`src/rtl/vga_sync_gen_pkg.sv`:
```
// vga_pkg: 640x480@60 timing constants shared by the sync generator and
// the pixel/RGB stage.
//   VGA_H_* / VGA_V_*  : porch, sync and active widths (pixels / lines)
//   VGA_H_TOTAL/V_TOTAL: full line / frame lengths (800 / 525)
//   VGA_CNT_W          : default counter width (holds 799 and 524)
//   SYNC_ACTIVE_LOW/HIGH: sync polarity values for the SYNC_POL parameter
package vga_pkg;

  localparam int VGA_H_ACTIVE = 640;
  localparam int VGA_H_FP     = 16;
  localparam int VGA_H_SYNC   = 96;
  localparam int VGA_H_BP     = 48;
  localparam int VGA_H_TOTAL  = VGA_H_ACTIVE + VGA_H_FP + VGA_H_SYNC + VGA_H_BP;

  localparam int VGA_V_ACTIVE = 480;
  localparam int VGA_V_FP     = 10;
  localparam int VGA_V_SYNC   = 2;
  localparam int VGA_V_BP     = 33;
  localparam int VGA_V_TOTAL  = VGA_V_ACTIVE + VGA_V_FP + VGA_V_SYNC + VGA_V_BP;

  localparam int VGA_CNT_W = 10;

  localparam logic SYNC_ACTIVE_LOW  = 1'b0;
  localparam logic SYNC_ACTIVE_HIGH = 1'b1;

endpackage

```
`src/rtl/vga_sync_gen_rise_detect.sv`:
```
// rise_detect: one-clk pulse on each 0->1 transition of a level input.
//   clk   : system clock
//   rst   : synchronous active-high reset; history resets to 1 so an input
//           already high when reset releases does not produce a pulse
//   in    : level input
//   pulse : combinational in & ~history
module rise_detect (
  input  logic clk,
  input  logic rst,
  input  logic in,
  output logic pulse
);

  logic in_q;

  always_ff @(posedge clk) begin
    if (rst) begin
      in_q <= 1'b1;
    end else begin
      in_q <= in;
    end
  end

  assign pulse = in & ~in_q;

endmodule

```
`src/rtl/vga_sync_gen.sv`:
```
// vga_sync_gen: horizontal/vertical counters, sync pulses, active-video flag
// and frame strobe for a VGA raster (defaults: 640x480@60, 25 MHz pixels on a
// 100 MHz clk).
//   clk        : system clock
//   rst        : synchronous active-high reset
//   pix_en     : pixel enable from the clock divider
//   x, y       : current pixel / line counters
//   hsync      : SYNC_POL inside the horizontal sync window, else ~SYNC_POL
//   vsync      : SYNC_POL inside the vertical sync window, else ~SYNC_POL
//   video_on   : high while x < H_ACTIVE and y < V_ACTIVE
//   frame_tick : one-clk pulse when (x,y) becomes (0, V_ACTIVE)
// Configuration macro VGA_SYNC_EDGE_DETECT_EN:
//   defined   -> counters advance once per rising edge of pix_en
//   undefined -> counters advance on every clk with pix_en high (pix_en must
//                be a single-cycle strobe)
// Every output is a register loaded from the next x/y values, so all outputs
// move together on the same clk edge.
module vga_sync_gen
  import vga_pkg::*;
#(
  parameter int   H_ACTIVE = VGA_H_ACTIVE,
  parameter int   H_FP     = VGA_H_FP,
  parameter int   H_SYNC   = VGA_H_SYNC,
  parameter int   H_BP     = VGA_H_BP,
  parameter int   V_ACTIVE = VGA_V_ACTIVE,
  parameter int   V_FP     = VGA_V_FP,
  parameter int   V_SYNC   = VGA_V_SYNC,
  parameter int   V_BP     = VGA_V_BP,
  parameter logic SYNC_POL = SYNC_ACTIVE_LOW,
  parameter int   CNT_W    = VGA_CNT_W
) (
  input  logic             clk,
  input  logic             rst,
  input  logic             pix_en,
  output logic [CNT_W-1:0] x,
  output logic [CNT_W-1:0] y,
  output logic             hsync,
  output logic             vsync,
  output logic             video_on,
  output logic             frame_tick
);

  localparam int H_TOTAL = H_ACTIVE + H_FP + H_SYNC + H_BP;
  localparam int V_TOTAL = V_ACTIVE + V_FP + V_SYNC + V_BP;

  localparam logic [CNT_W-1:0] H_LAST   = CNT_W'(H_TOTAL - 1);
  localparam logic [CNT_W-1:0] V_LAST   = CNT_W'(V_TOTAL - 1);
  localparam logic [CNT_W-1:0] H_ACT_C  = CNT_W'(H_ACTIVE);
  localparam logic [CNT_W-1:0] V_ACT_C  = CNT_W'(V_ACTIVE);
  // Sync windows are [start, end) in counter units.
  localparam logic [CNT_W-1:0] HS_START = CNT_W'(H_ACTIVE + H_FP);
  localparam logic [CNT_W-1:0] HS_END   = CNT_W'(H_ACTIVE + H_FP + H_SYNC);
  localparam logic [CNT_W-1:0] VS_START = CNT_W'(V_ACTIVE + V_FP);
  localparam logic [CNT_W-1:0] VS_END   = CNT_W'(V_ACTIVE + V_FP + V_SYNC);

  logic tick;

`ifdef VGA_SYNC_EDGE_DETECT_EN
  rise_detect u_rise_detect (
    .clk   (clk),
    .rst   (rst),
    .in    (pix_en),
    .pulse (tick)
  );
`else
  assign tick = pix_en;
`endif

  logic [CNT_W-1:0] x_nxt;
  logic [CNT_W-1:0] y_nxt;
  logic             hsync_nxt;
  logic             vsync_nxt;
  logic             video_on_nxt;
  logic             frame_tick_nxt;

  always_comb begin
    x_nxt = x;
    y_nxt = y;
    if (tick) begin
      if (x == H_LAST) begin
        x_nxt = '0;
        if (y == V_LAST) begin
          y_nxt = '0;
        end else begin
          y_nxt = y + 1'b1;
        end
      end else begin
        x_nxt = x + 1'b1;
      end
    end
  end

  always_comb begin
    hsync_nxt    = ((x_nxt >= HS_START) && (x_nxt < HS_END)) ? SYNC_POL : ~SYNC_POL;
    vsync_nxt    = ((y_nxt >= VS_START) && (y_nxt < VS_END)) ? SYNC_POL : ~SYNC_POL;
    video_on_nxt = (x_nxt < H_ACT_C) && (y_nxt < V_ACT_C);
    // Qualified by tick so the strobe lasts one clk even though (0,V_ACTIVE)
    // persists until the next pixel.
    frame_tick_nxt = tick && (x_nxt == '0) && (y_nxt == V_ACT_C);
  end

  always_ff @(posedge clk) begin
    if (rst) begin
      x          <= H_LAST;
      y          <= V_LAST;
      hsync      <= ~SYNC_POL;
      vsync      <= ~SYNC_POL;
      video_on   <= 1'b0;
      frame_tick <= 1'b0;
    end else begin
      x          <= x_nxt;
      y          <= y_nxt;
      hsync      <= hsync_nxt;
      vsync      <= vsync_nxt;
      video_on   <= video_on_nxt;
      frame_tick <= frame_tick_nxt;
    end
  end

endmodule

```
`config.mk`:
```
export PLATFORM = sky130hd
export DESIGN_NAME = vga_sync_gen
export DESIGN_NICKNAME = d
export VERILOG_FILES = /design/src/rtl/vga_sync_gen_pkg.sv /design/src/rtl/vga_sync_gen_rise_detect.sv /design/src/rtl/vga_sync_gen.sv
export SDC_FILE = /design/constraint.sdc
export NUM_CORES = 1
export LEC_CHECK = 0
export BUFFER_PORTS_ARGS = -buffer_cell sky130_fd_sc_hd__buf_2
export CAP_MARGIN = 5
export CORE_UTILIZATION = 55
export CTS_CLUSTER_DIAMETER = 50
export DETAILED_ROUTE_END_ITERATION = 12
export PLACE_DENSITY = 0.79
export RECOVER_POWER = 100
export SLEW_MARGIN = 10
export SYNTH_ARGS = -nofsm -noshare
export SYNTH_HDL_FRONTEND = slang
export SYNTH_HIERARCHICAL = 1
export SYNTH_SLANG_ARGS = --single-unit
```
`constraint.sdc`:
```
create_clock -name clk -period 2.4 [get_ports clk]
set_input_delay 0.24 -clock clk [delete_from_list [all_inputs] [get_ports clk]]
set_output_delay 0.24 -clock clk [all_outputs]
set_load 0.01 [all_outputs]
```
==> results.sh <==
export IMPL_syn_instance_count=189
export IMPL_num_vias=1548
export IMPL_htree_levels=1
export IMPL_wirelength_mm=3.868
export IMPL_worstMarginPinSlew_ns=0.5437
export IMPL_setup_viol=0
export IMPL_gp_congestion=0.9113
export IMPL_powerDensity_nw_per_um2=1022
export IMPL_synth_top_area_share_pct=32.19
export IMPL_synthTopCellsByArea="dfxtp_1 32%, xnor2_1 5.3%, nor2_1 4.8%, a21oi_1 4.0%, nand2_1 3.8%"
export IMPL_fin_skew_ns=0.009154
export IMPL_wire_per_inst_um=15.66
export IMPL_finalCriticalPeriod_ns=2.242
export IMPL_synth_nets=195
export IMPL_hold_viol=0
export IMPL_grt_setup_unrepaired="no"
export IMPL_worstPathCellList="or4b_4 > or3_1 > or3_1 > a21oi_1 > and4b_1 > nand3_1"
export IMPL_relSlewSlack_pct=63.75
export IMPL_cts_sinks=24
export IMPL_synthArstFlopShare_pct=0
export IMPL_clk_latency_ns=0.32
export IMPL_synth_most_common_cell="dfxtp_1"
export IMPL_critical_path_class="flop to flop"
export IMPL_cts_buffer_depth=2
export IMPL_start_util_pct=59.18
export IMPL_boundaryPins=27
export IMPL_drt_iter0_markers=68
export IMPL_insertedDiodeCount=0
export IMPL_core_area_um2=2522
export IMPL_slowest_stage="or4b_4"
export IMPL_synthSimpleGateAreaFrac_pct=35.21
export IMPL_whs_ns=0.2701
export IMPL_synth_avg_cell_area_um2=7.898
export IMPL_synth_seq_cells=24
export IMPL_muxShareOfSynthArea_pct=2.347
export IMPL_crit_fanout=5
export IMPL_max_freq_ghz=0.4461
export IMPL_gr_usage_all_layers_pct=29.18
export IMPL_finalCritPeriodShare_pct=93.40
export IMPL_critPathMaxStageDelay_ns=0.57
export IMPL_synth_edf_count=0
export IMPL_dp_cells=243
export IMPL_dpl_cell_area_um2=1684
export IMPL_die_h_um=54.10
export IMPL_clkSlewWorstSetupHoldPaths_ns=0.15
export IMPL_synth_flop_cell="dfxtp_1"
export IMPL_cts_setup_buffers=0
export IMPL_crit_path_start_kind="flop"
export IMPL_max_cap_viol_count=0
export IMPL_synth_top_family_by_area="simple AND/OR/NAND/NOR gates"
export IMPL_synth_cell_types=45
export IMPL_nets=224
export IMPL_synth_compound_area_share_pct=15.42
export IMPL_io_buffers=26
export IMPL_firstDrtPassIters=4
export IMPL_synth_area_um2=1493
export IMPL_yosys_top_cells_count="24 x dfxtp_1, 19 x nor2_1, 15 x nand2_1, 12 x a21oi_1"
export IMPL_drc=0
export IMPL_final_setup_tns_ns=0
export IMPL_outcome="finished clean"
export IMPL_antenna_found_initial=0
export IMPL_num_fill_cells=239
export IMPL_total_power_mw=1.728
export IMPL_cts_root_buffer="clkbuf_4"
export IMPL_cp_required_ns=2.61
export IMPL_grt_pass1_wl_mm=6.141
export IMPL_grt_pass1_vias=1303
export IMPL_ys_warn_count=6
export IMPL_fin_cells=247
export IMPL_drive_above_1_share_pct=11.06
export IMPL_post_route_util_pct=67.06
export IMPL_critPathBufInv=0
export IMPL_ant_nets=0
export IMPL_area_growth_pct=13.33
export IMPL_path_common_cell="or3_1"
export IMPL_arrival_ns=2.46
export IMPL_grt_max_degree=19
export IMPL_row_count=18
export IMPL_grt_overflow_total=0
export IMPL_hpwl_mm=2.761
export IMPL_yosysTopAreaCell="dfxtp_1"
export IMPL_final_max_slew_violation_count=0
export IMPL_dieArea_um2=2926
export IMPL_vias_per_cell=6.267
export IMPL_dieWidth_um=54.10
export IMPL_cp_end_kind="flop"
export IMPL_dp_slack_ns=0.1874
export IMPL_synth_fa_ha_area_share_pct=2.515
export IMPL_setup_slack_ns=0.1583
export IMPL_ir_worst_vdd_mv=0.6571
export IMPL_cp_top_family="simple AND/OR/NAND/NOR gates"
export IMPL_cellLeakagePower_nw=0.6273
export IMPL_cts_tree="done"
export IMPL_cts_buffers=3
export IMPL_design_area_um2=1692
export IMPL_ys_seq_area_share_pct=32.19
export IMPL_hp_class="input port to flop"
export IMPL_synth_xor_xnor_area_share_pct=7.628
==> cells in the final DEF (no fill, tap or decap), types with 5 or more instances in the layout <==
cell type  count
o21ai_0        5
nor3_1         9
nand3_1        7
clkbuf_1      24
buf_2          7
buf_4          6
nor2_1        18
nand4_1        9
nand2_1       15
xnor2_1        9
a21oi_1       12
or3_1          5
dfxtp_1       24
==> timing repair <==
item,CTS,global route
hold buffers,0,0
endpoints found under the setup margin,0,1
endpoints found under the hold margin,0,0
gates resized for setup,0,1
==> cell families (layout without fill, tap and decap cells) <==
kind of cell	count (synthesis)	after routing
and+or+nand+nor	94	94
AOI/OAI and AO/OA	36	36
DFF	24	24
buffers and inverters	16	44
xor gates and xnor gates	13	13
adders and majority gates	3	3
muxes	3	3
==> where the power goes <==
part | internal, mW | leakage [nW] | switching [mW]
Combinational | 0.371 | 0.404 | 0.489
Clock | 0.169 | 0.0279 | 0.131
Sequential | 0.468 | 0.196 | 0.100
==> worst register-to-register path: stages (launching register included) <==
cell	delay (ns)
dfxtp_1	0.38
or4b_4	0.57
or3_1	0.39
or3_1	0.33
a21oi_1	0.18
and4b_1	0.21
nand3_1	0.07
==> worst paths after layout <==
path | start | slack [ns] | depth (start not counted) | end
setup reg to reg | x[7] | 0.16 | 6 | vsync
hold reg to reg | x[9] | 0.54 | 2 | hsync
hold / removal | rst | 0.27 | 2 | x[6]
setup / recovery | x[7] | 0.16 | 6 | vsync
==> metal layers <==
| layer | vias up | global-route usage (%) | wire, um |
|---|---|---|---|
| li1 | 739 | - | - |
| met1 | 718 | 43.03 | 1681 |
| met2 | 83 | 42.59 | 1734 |
| met3 | 8 | 3.107 | 393 |
| met4 | 0 | 11.54 | 59 |
| met5 | - | 0 | 0 |
==> registers in the layout (all words and copies together), names as in the netlist <==
| name | count |
|---|---|
| x | 10 |
| y | 10 |
| frame_tick | 1 |
| hsync | 1 |
| video_on | 1 |
| vsync | 1 |
==> cell type report <==
| class | instances | area (um^2) | area share [%] |
|---|---|---|---|
| Clock buffer | 3 | 22.52 | 1.331 |
| Sequential cell | 24 | 480.5 | 28.40 |
| Inverter | 3 | 11.26 | 0.6657 |
| Clock inverter | 1 | 30.03 | 1.775 |
| Multi-Input combinational cell | 149 | 939.7 | 55.55 |
| Tap cell | 30 | 37.54 | 2.219 |
| Timing Repair Buffer | 37 | 170.2 | 10.06 |
Power figures use the tool's default switching activity.
